File: config.mk
export PLATFORM = sky130hd
export DESIGN_NAME = muldiv_sequencer
export DESIGN_NICKNAME = d
export VERILOG_FILES = /design/src/rtl/muldiv_pkg.sv /design/src/rtl/muldiv_step.sv /design/src/rtl/muldiv_sequencer.sv
export SDC_FILE = /design/constraint.sdc
export NUM_CORES = 1
export LEC_CHECK = 0
export ABC_AREA = 1
export CORE_MARGIN = 2
export CORE_UTILIZATION = 40
export CTS_CLUSTER_DIAMETER = 120
export CTS_CLUSTER_SIZE = 25
export DETAILED_ROUTE_END_ITERATION = 10
export GPL_ROUTABILITY_DRIVEN = 1
export HOLD_SLACK_MARGIN = 0.08
export SYNTH_ARGS = -nofsm -noshare
export SYNTH_HDL_FRONTEND = slang
export SYNTH_HIERARCHICAL = 1
export SYNTH_SLANG_ARGS = --single-unit
File: constraint.sdc
create_clock -name clk -period 2.8 [get_ports clk]
set_clock_uncertainty 0.05 [all_clocks]
set_input_delay 0.28 -clock clk [delete_from_list [all_inputs] [get_ports clk]]
set_output_delay 0.28 -clock clk [all_outputs]
set_load 0.02 [all_outputs]
File: src/rtl/muldiv_pkg.sv
// Shared definitions for the RV32M multiply/divide sequencer: func3 encodings,
// FSM states and operand-sign helpers.
package muldiv_pkg;

    localparam int XLEN_DEF = 32;

    typedef enum logic [2:0] {
        MD_MUL    = 3'd0,
        MD_MULH   = 3'd1,
        MD_MULHSU = 3'd2,
        MD_MULHU  = 3'd3,
        MD_DIV    = 3'd4,
        MD_DIVU   = 3'd5,
        MD_REM    = 3'd6,
        MD_REMU   = 3'd7
    } md_op_e;

    typedef enum logic [2:0] {
        S_IDLE = 3'd0,
        S_PREP = 3'd1,
        S_CALC = 3'd2,
        S_FIX  = 3'd3,
        S_DONE = 3'd4
    } state_e;

    function automatic logic is_div(input logic [2:0] op);
        return op[2];
    endfunction

    function automatic logic is_signed_a(input logic [2:0] op);
        return (op == MD_MUL) || (op == MD_MULH) || (op == MD_MULHSU) ||
               (op == MD_DIV) || (op == MD_REM);
    endfunction

    function automatic logic is_signed_b(input logic [2:0] op);
        return (op == MD_MUL) || (op == MD_MULH) || (op == MD_DIV) || (op == MD_REM);
    endfunction

endpackage

File: src/rtl/muldiv_step.sv
// One iteration of the datapath: a shift-add multiply step or a restoring
// divide step. Purely combinational; the sequencer owns the registers.
module muldiv_step #(
    parameter int XLEN = 32
) (
    input  logic                is_div,
    input  logic [2*XLEN-1:0]   acc_i,
    input  logic [XLEN:0]       rem_i,
    input  logic [XLEN-1:0]     b_i,
    output logic [2*XLEN-1:0]   acc_o,
    output logic [XLEN:0]       rem_o
);

    logic [XLEN:0]   mul_sum;
    logic [XLEN+1:0] shifted;
    logic [XLEN+1:0] diff;
    logic            borrow;

    always_comb begin
        // Multiply: multiplier sits in the low half and is consumed LSB first.
        mul_sum = {1'b0, acc_i[2*XLEN-1:XLEN]} + (acc_i[0] ? {1'b0, b_i} : '0);
        // Divide: dividend sits in the low half and is consumed MSB first.
        shifted = {rem_i, acc_i[XLEN-1]};
        diff    = shifted - {2'b00, b_i};
        borrow  = diff[XLEN+1];
        if (is_div) begin
            acc_o = {acc_i[2*XLEN-1:XLEN], acc_i[XLEN-2:0], ~borrow};
            rem_o = borrow ? shifted[XLEN:0] : diff[XLEN:0];
        end else begin
            acc_o = {mul_sum, acc_i[XLEN-1:1]};
            rem_o = rem_i;
        end
    end

endmodule

File: src/rtl/muldiv_sequencer.sv
// Multi-cycle RV32M sequencer: accepts one op, iterates XLEN steps on
// magnitudes, fixes up signs, and holds the tagged result until consumed.
module muldiv_sequencer
    import muldiv_pkg::*;
#(
    parameter int XLEN  = XLEN_DEF,
    parameter int TAG_W = 5
) (
    input  logic             clk,
    input  logic             rst,
    input  logic             flush,
    input  logic             in_valid,
    output logic             in_ready,
    input  logic [2:0]       in_op,
    input  logic [XLEN-1:0]  in_a,
    input  logic [XLEN-1:0]  in_b,
    input  logic [TAG_W-1:0] in_rd,
    output logic             out_valid,
    input  logic             out_ready,
    output logic [XLEN-1:0]  out_result,
    output logic [TAG_W-1:0] out_rd,
    output logic             busy
);

    localparam logic [5:0]      LAST_STEP = 6'(XLEN - 1);
    localparam logic [XLEN-1:0] INT_MIN   = {1'b1, {(XLEN-1){1'b0}}};

    state_e            state_q, state_d;
    logic [2:0]        op_q, op_d;
    logic [XLEN-1:0]   a_q, a_d;
    logic [XLEN-1:0]   b_q, b_d;
    logic [TAG_W-1:0]  rd_q, rd_d;
    logic              sign_a_q, sign_a_d;
    logic              sign_b_q, sign_b_d;
    logic [2*XLEN-1:0] acc_q, acc_d;
    logic [XLEN:0]     rem_q, rem_d;
    logic [5:0]        cnt_q, cnt_d;
    logic [XLEN-1:0]   res_q, res_d;

    logic              pre_sa, pre_sb;
    logic [XLEN-1:0]   abs_a, abs_b;
    logic [2*XLEN-1:0] step_acc, prod_fix;
    logic [XLEN:0]     step_rem;
    logic [XLEN-1:0]   quo_fix, rem_fix;

    muldiv_step #(.XLEN(XLEN)) u_step (
        .is_div (is_div(op_q)),
        .acc_i  (acc_q),
        .rem_i  (rem_q),
        .b_i    (b_q),
        .acc_o  (step_acc),
        .rem_o  (step_rem)
    );

    assign pre_sa   = is_signed_a(op_q) & a_q[XLEN-1];
    assign pre_sb   = is_signed_b(op_q) & b_q[XLEN-1];
    assign abs_a    = pre_sa ? -a_q : a_q;
    assign abs_b    = pre_sb ? -b_q : b_q;
    assign prod_fix = (sign_a_q ^ sign_b_q) ? -acc_q : acc_q;
    assign quo_fix  = ((op_q == MD_DIV) && (sign_a_q ^ sign_b_q)) ? -acc_q[XLEN-1:0]
                                                                   : acc_q[XLEN-1:0];
    assign rem_fix  = sign_a_q ? -rem_q[XLEN-1:0] : rem_q[XLEN-1:0];

    always_comb begin
        state_d  = state_q;
        op_d     = op_q;
        a_d      = a_q;
        b_d      = b_q;
        rd_d     = rd_q;
        sign_a_d = sign_a_q;
        sign_b_d = sign_b_q;
        acc_d    = acc_q;
        rem_d    = rem_q;
        cnt_d    = cnt_q;
        res_d    = res_q;
        case (state_q)
            S_IDLE: begin
                if (in_valid && !flush) begin
                    op_d    = in_op;
                    a_d     = in_a;
                    b_d     = in_b;
                    rd_d    = in_rd;
                    state_d = S_PREP;
                end
            end
            S_PREP: begin
                sign_a_d = pre_sa;
                sign_b_d = pre_sb;
                acc_d    = {{XLEN{1'b0}}, abs_a};
                rem_d    = '0;
                b_d      = abs_b;
                cnt_d    = '0;
                state_d  = S_CALC;
                // Divide-by-zero and signed overflow have fixed RISC-V results.
                if (is_div(op_q) && (b_q == '0)) begin
                    res_d   = ((op_q == MD_DIV) || (op_q == MD_DIVU)) ? '1 : a_q;
                    state_d = S_DONE;
                end else if (((op_q == MD_DIV) || (op_q == MD_REM)) &&
                             (a_q == INT_MIN) && (b_q == '1)) begin
                    res_d   = (op_q == MD_DIV) ? INT_MIN : '0;
                    state_d = S_DONE;
                end
            end
            S_CALC: begin
                acc_d = step_acc;
                rem_d = step_rem;
                cnt_d = cnt_q + 6'd1;
                if (cnt_q == LAST_STEP) state_d = S_FIX;
            end
            S_FIX: begin
                case (op_q)
                    MD_MUL:                res_d = prod_fix[XLEN-1:0];
                    MD_MULH, MD_MULHSU,
                    MD_MULHU:              res_d = prod_fix[2*XLEN-1:XLEN];
                    MD_DIV, MD_DIVU:       res_d = quo_fix;
                    default:               res_d = rem_fix;
                endcase
                state_d = S_DONE;
            end
            S_DONE: begin
                if (out_ready) state_d = S_IDLE;
            end
            default: state_d = S_IDLE;
        endcase
        if (flush) state_d = S_IDLE;
    end

    always_ff @(posedge clk) begin
        if (rst) begin
            state_q  <= S_IDLE;
            op_q     <= '0;
            a_q      <= '0;
            b_q      <= '0;
            rd_q     <= '0;
            sign_a_q <= 1'b0;
            sign_b_q <= 1'b0;
            acc_q    <= '0;
            rem_q    <= '0;
            cnt_q    <= '0;
            res_q    <= '0;
        end else begin
            state_q  <= state_d;
            op_q     <= op_d;
            a_q      <= a_d;
            b_q      <= b_d;
            rd_q     <= rd_d;
            sign_a_q <= sign_a_d;
            sign_b_q <= sign_b_d;
            acc_q    <= acc_d;
            rem_q    <= rem_d;
            cnt_q    <= cnt_d;
            res_q    <= res_d;
        end
    end

    assign in_ready   = (state_q == S_IDLE);
    assign busy       = (state_q != S_IDLE);
    assign out_valid  = (state_q == S_DONE);
    assign out_result = res_q;
    assign out_rd     = rd_q;

endmodule

==> key figures <==
STA
  • Final hold slack: 256 ps
  • Final slew viol count: 0
  • Final setup fails: 0
  • Fmax: 380 MHz
  • Max-slew headroom: 0.459
  • Worst-margin pin slew: 812 ps
  • Fin crit share: 0.939
  • Setup TNS Final: 0 ps
  • Crit path time final: 2630 ps
  • RSZ-0062 raised after global routing: false
  • Hold Vio Cnt, Final: 0

Setup path
  • Start of the worst register-to-register path: b_q[2]
  • Worst R2R Setup Slack: 170 ps
  • Worst-path fanout max: 6
  • CP Capture Type: flop
  • WP data arrival: 3030 ps
  • Crit-path max cell delay: 410 ps
  • Critical path buffers and inverters: 2
  • Worst setup SP type: flop
  • Crit-path slowest cell: dfxtp_1
  • Worst R2R End: rem_q[27]
  • Setup Crit Path Kind: flop to flop
  • Required @ worst endpoint: 3200 ps
  • Reg2reg path depth: 16
  • Crit path top cell by count: nand2_1
  • Cell Chain, Critical Path: inv_1 > ha_1 > or2_2 > nand3_1 > nand2_1 > nand2_1 > nand2_1 > nand2_1 > nand3_1 > nand2_1 > inv_1 > nand2_1 > nand3_1 > nand2_1 > nand2_1 > a21oi_1
  • Top delay family on crit path: simple AND/OR/NAND/NOR gates

Placement
  • DP HPWL: 73.1 mm
  • Final GP Congestion: 1.05
  • IO buf count: 116

Synth
  • Synthesized instance count: 3,802
  • Synth cell count leaders: nand2_1 (1,179), inv_1 (462), nor2_1 (392)
  • Seq cells post-synth: 212
  • Dominant synthesized flop cell: dfxtp_1
  • Syn_nets: 3,951
  • Number of enable flip-flop cells after synthesis: 0
  • Ys Warns: 6
  • Area share of the largest cell type after synthesis: 0.208
  • Sequential area share after synthesis: 0.200
  • Post-synth top area cell: nand2_1
  • Count leader, synth: nand2_1
  • Synth Cell Area: 21,300 µm²
  • Ys async rst share: 0
  • Top area cells in the synthesized netlist: nand2_1 (21%), dfxtp_1 (20%), inv_1 (8.2%)
  • Synthesized area per cell: 5.59 µm²
  • Cell variety after synth: 60

Clock network
  • Hold_buf cts: 0
  • CTS clk-pin slew, worst paths: 110 ps
  • Root Buffer: clkbuf_16
  • CTS H-tree lvls: 1
  • CTS tree: yes
  • # resized after CTS: 0
  • Worst skew pair latency: 550 ps
  • Post-CTS setup buffer count: 0
  • Sink Count: 212
  • CTS max path bufs: 3
  • Num CTS Buffers: 15

Routing
  • Vias per cell: 5.46
  • DRC viols: 0
  • Initial drt markers: 2,962
  • Antenna Nets Post-Route: 0
  • DR pass1 iterations: 6
  • Total wire length: 92.3 mm
  • WL/cell: 19.8 µm
  • DR vias: 25,488

Hold path
  • Hold Path End: a_q[20]
  • HP Class: primary input to flop
  • Hold path start: in_a[20]
  • Hold path cells: 3

Die
  • Core footprint: 52,600 µm²
  • Initial core utilization: 0.404
  • IO Pins: 117
  • Die Span X: 234 µm
  • Die area: 55,000 µm²
  • Die H: 234 µm
  • Row count: 84

Outcome
  • Run status: finished clean

Flow run
  • Max cap viols: 0

Pwr
  • Combinational Power Share: 0.355
  • Reg power frac: 0.365
  • Sw frac: 0.412
  • Clock power frac: 0.280
  • NetSw: 3.63 mW
  • Worst vdd ir: 0.483 mV
  • Power per cell area: 358 nW/µm²
  • Cell internal pwr: 5.18 mW
  • Static leakage: 12.0 nW

Final layout
  • N_diodes: 0
  • Register area: 4250 µm²
  • Area grow syn2layout: 15.9%
  • Nets: 4,119
  • Fillers: 5,899
  • Multi-input gate area: 14,500 µm²
  • Layout cells sized above 1: 0.0978

GRT
  • Met3 Resource Use GR: 0.0606
  • Grt ovf: 0
  • Total Routing Usage GR: 0.333
  • Routing usage on met1: 0.476
  • Met2 Usage GRT: 0.506
  • Number of global-route vias before repair: 23,405
  • Pin count of the biggest net entering global routing: 141
  • GR peak layer: met2
  • First-pass GRT wire length: 141 mm
  • Initial antenna violation count: 2
[worst min-delay path, cell delays in order]
cell,delay [ps]
clkdlybuf4s50_1,400
nor2_1,100
nor2_1,50
[area by class of cell]
class / instances / share of cell area
Multi-Input combinational cell: 2951 / 0.591
Sequential cell: 212 / 0.173
Timing Repair Buffer: 296 / 0.106
Inverter: 494 / 0.0755
Tap cell: 688 / 0.0350
Clock buffer: 17 / 0.0160
Clock inverter: 7 / 0.00422
[cells in the final DEF, fill, tap and decap left out, types with 4 or more instances in the layout]
cell             Yosys  layout
a21o_1               5       5
a21oi_1            286     282
a21oi_2             12      15
a221oi_1             7       7
a31oi_1             24      24
and2_1               7       7
buf_12               0       8
buf_4                8     172
clkbuf_16            0      15
clkdlybuf4s50_1      0     115
dfxtp_1            212     206
dfxtp_2              0       5
ha_1                70      67
inv_1              462     460
inv_2               27      30
nand2_1           1179    1176
nand2_2             19      22
nand2_4              6       6
nand3_1            332     332
nand3_2              9       9
nand3_4              5       5
nand3b_1            18      18
nand4_1             54      54
nor2_1             392     388
nor2_2              20      22
nor2_4              18      20
nor3_1              50      49
nor3_2               6       6
nor3_4               3       4
nor4_1              10      10
o211ai_1            25      25
o21a_1              12      12
o21ai_0            243     242
o21ai_1             20      20
o21bai_1            10      10
o221ai_1             9       9
o31ai_1              8       8
or2_2               26      26
xnor2_1             21      21
xor2_1              22      22
[through the flow]
stage	instance area [µm²]	total power, mW	cells	worst slack, ps	util
2_1_floorplan	21300	5.22	3802	273	-
3_3_place_gp	24100	6.32	4641	212	0.458
3_5_place_dp	24100	6.31	4641	204	0.458
4_1_cts	24500	8.77	4665	152	0.467
5_1_grt	24600	9.28	4665	0.514	0.469
6_report	24600	8.82	4665	170	0.469
[power by group through the flow]
stage / logic, mW / clock network (mW) / registers (mW)
after floorplan: 1.94 / 0 / 3.28
after global placement: 3.04 / 0 / 3.28
after detailed placement: 3.03 / 0 / 3.28
after CTS: 3.04 / 2.52 / 3.21
after global routing: 3.44 / 2.62 / 3.22
final: 3.13 / 2.47 / 3.21
[metal layers]
| metal | up-vias | routed length, µm |
|---|---|---|
| met3 | 149 | 7810 |
| met5 | - | 17 |
| met4 | 4 | 3070 |
| li1 | 12635 | - |
| met1 | 11704 | 42300 |
| met2 | 996 | 39100 |
[worst max-delay path by stage]
stage	start	to	slack (ps)	cells after the start
after detailed placement	b_q[24]	rem_q[8]	200	17
after global routing	b_q[30]	rem_q[8]	0.5	16
after CTS	acc_q[0]	acc_q[53]	150	17
final	b_q[2]	rem_q[27]	170	16
after floorplan	acc_q[0]	acc_q[49]	270	18
after global placement	acc_q[0]	acc_q[49]	210	16
[sequential cells by signal (all words and copies together) (netlist names)]
register and cells:
rem_q 33, sign_b_q 1, sign_a_q 1, a_q 32, acc_q 64, out_result 32, state_q 3, out_rd 5
cnt_q 6, op_q 3, b_q 32
[logic make-up after synthesis]
| logic type | share of synthesized area |
|---|---|
| AO/OA/AOI/OAI | 0.175 |
| XOR/XNOR | 0.0177 |
| adder cells (fa/ha/maj) | 0.0431 |
| buffers and inverters | 0.120 |
| flip-flops | 0.200 |
| AND/OR/NAND/NOR | 0.444 |
No activity file was read; power rests on OpenSTA's default activity.
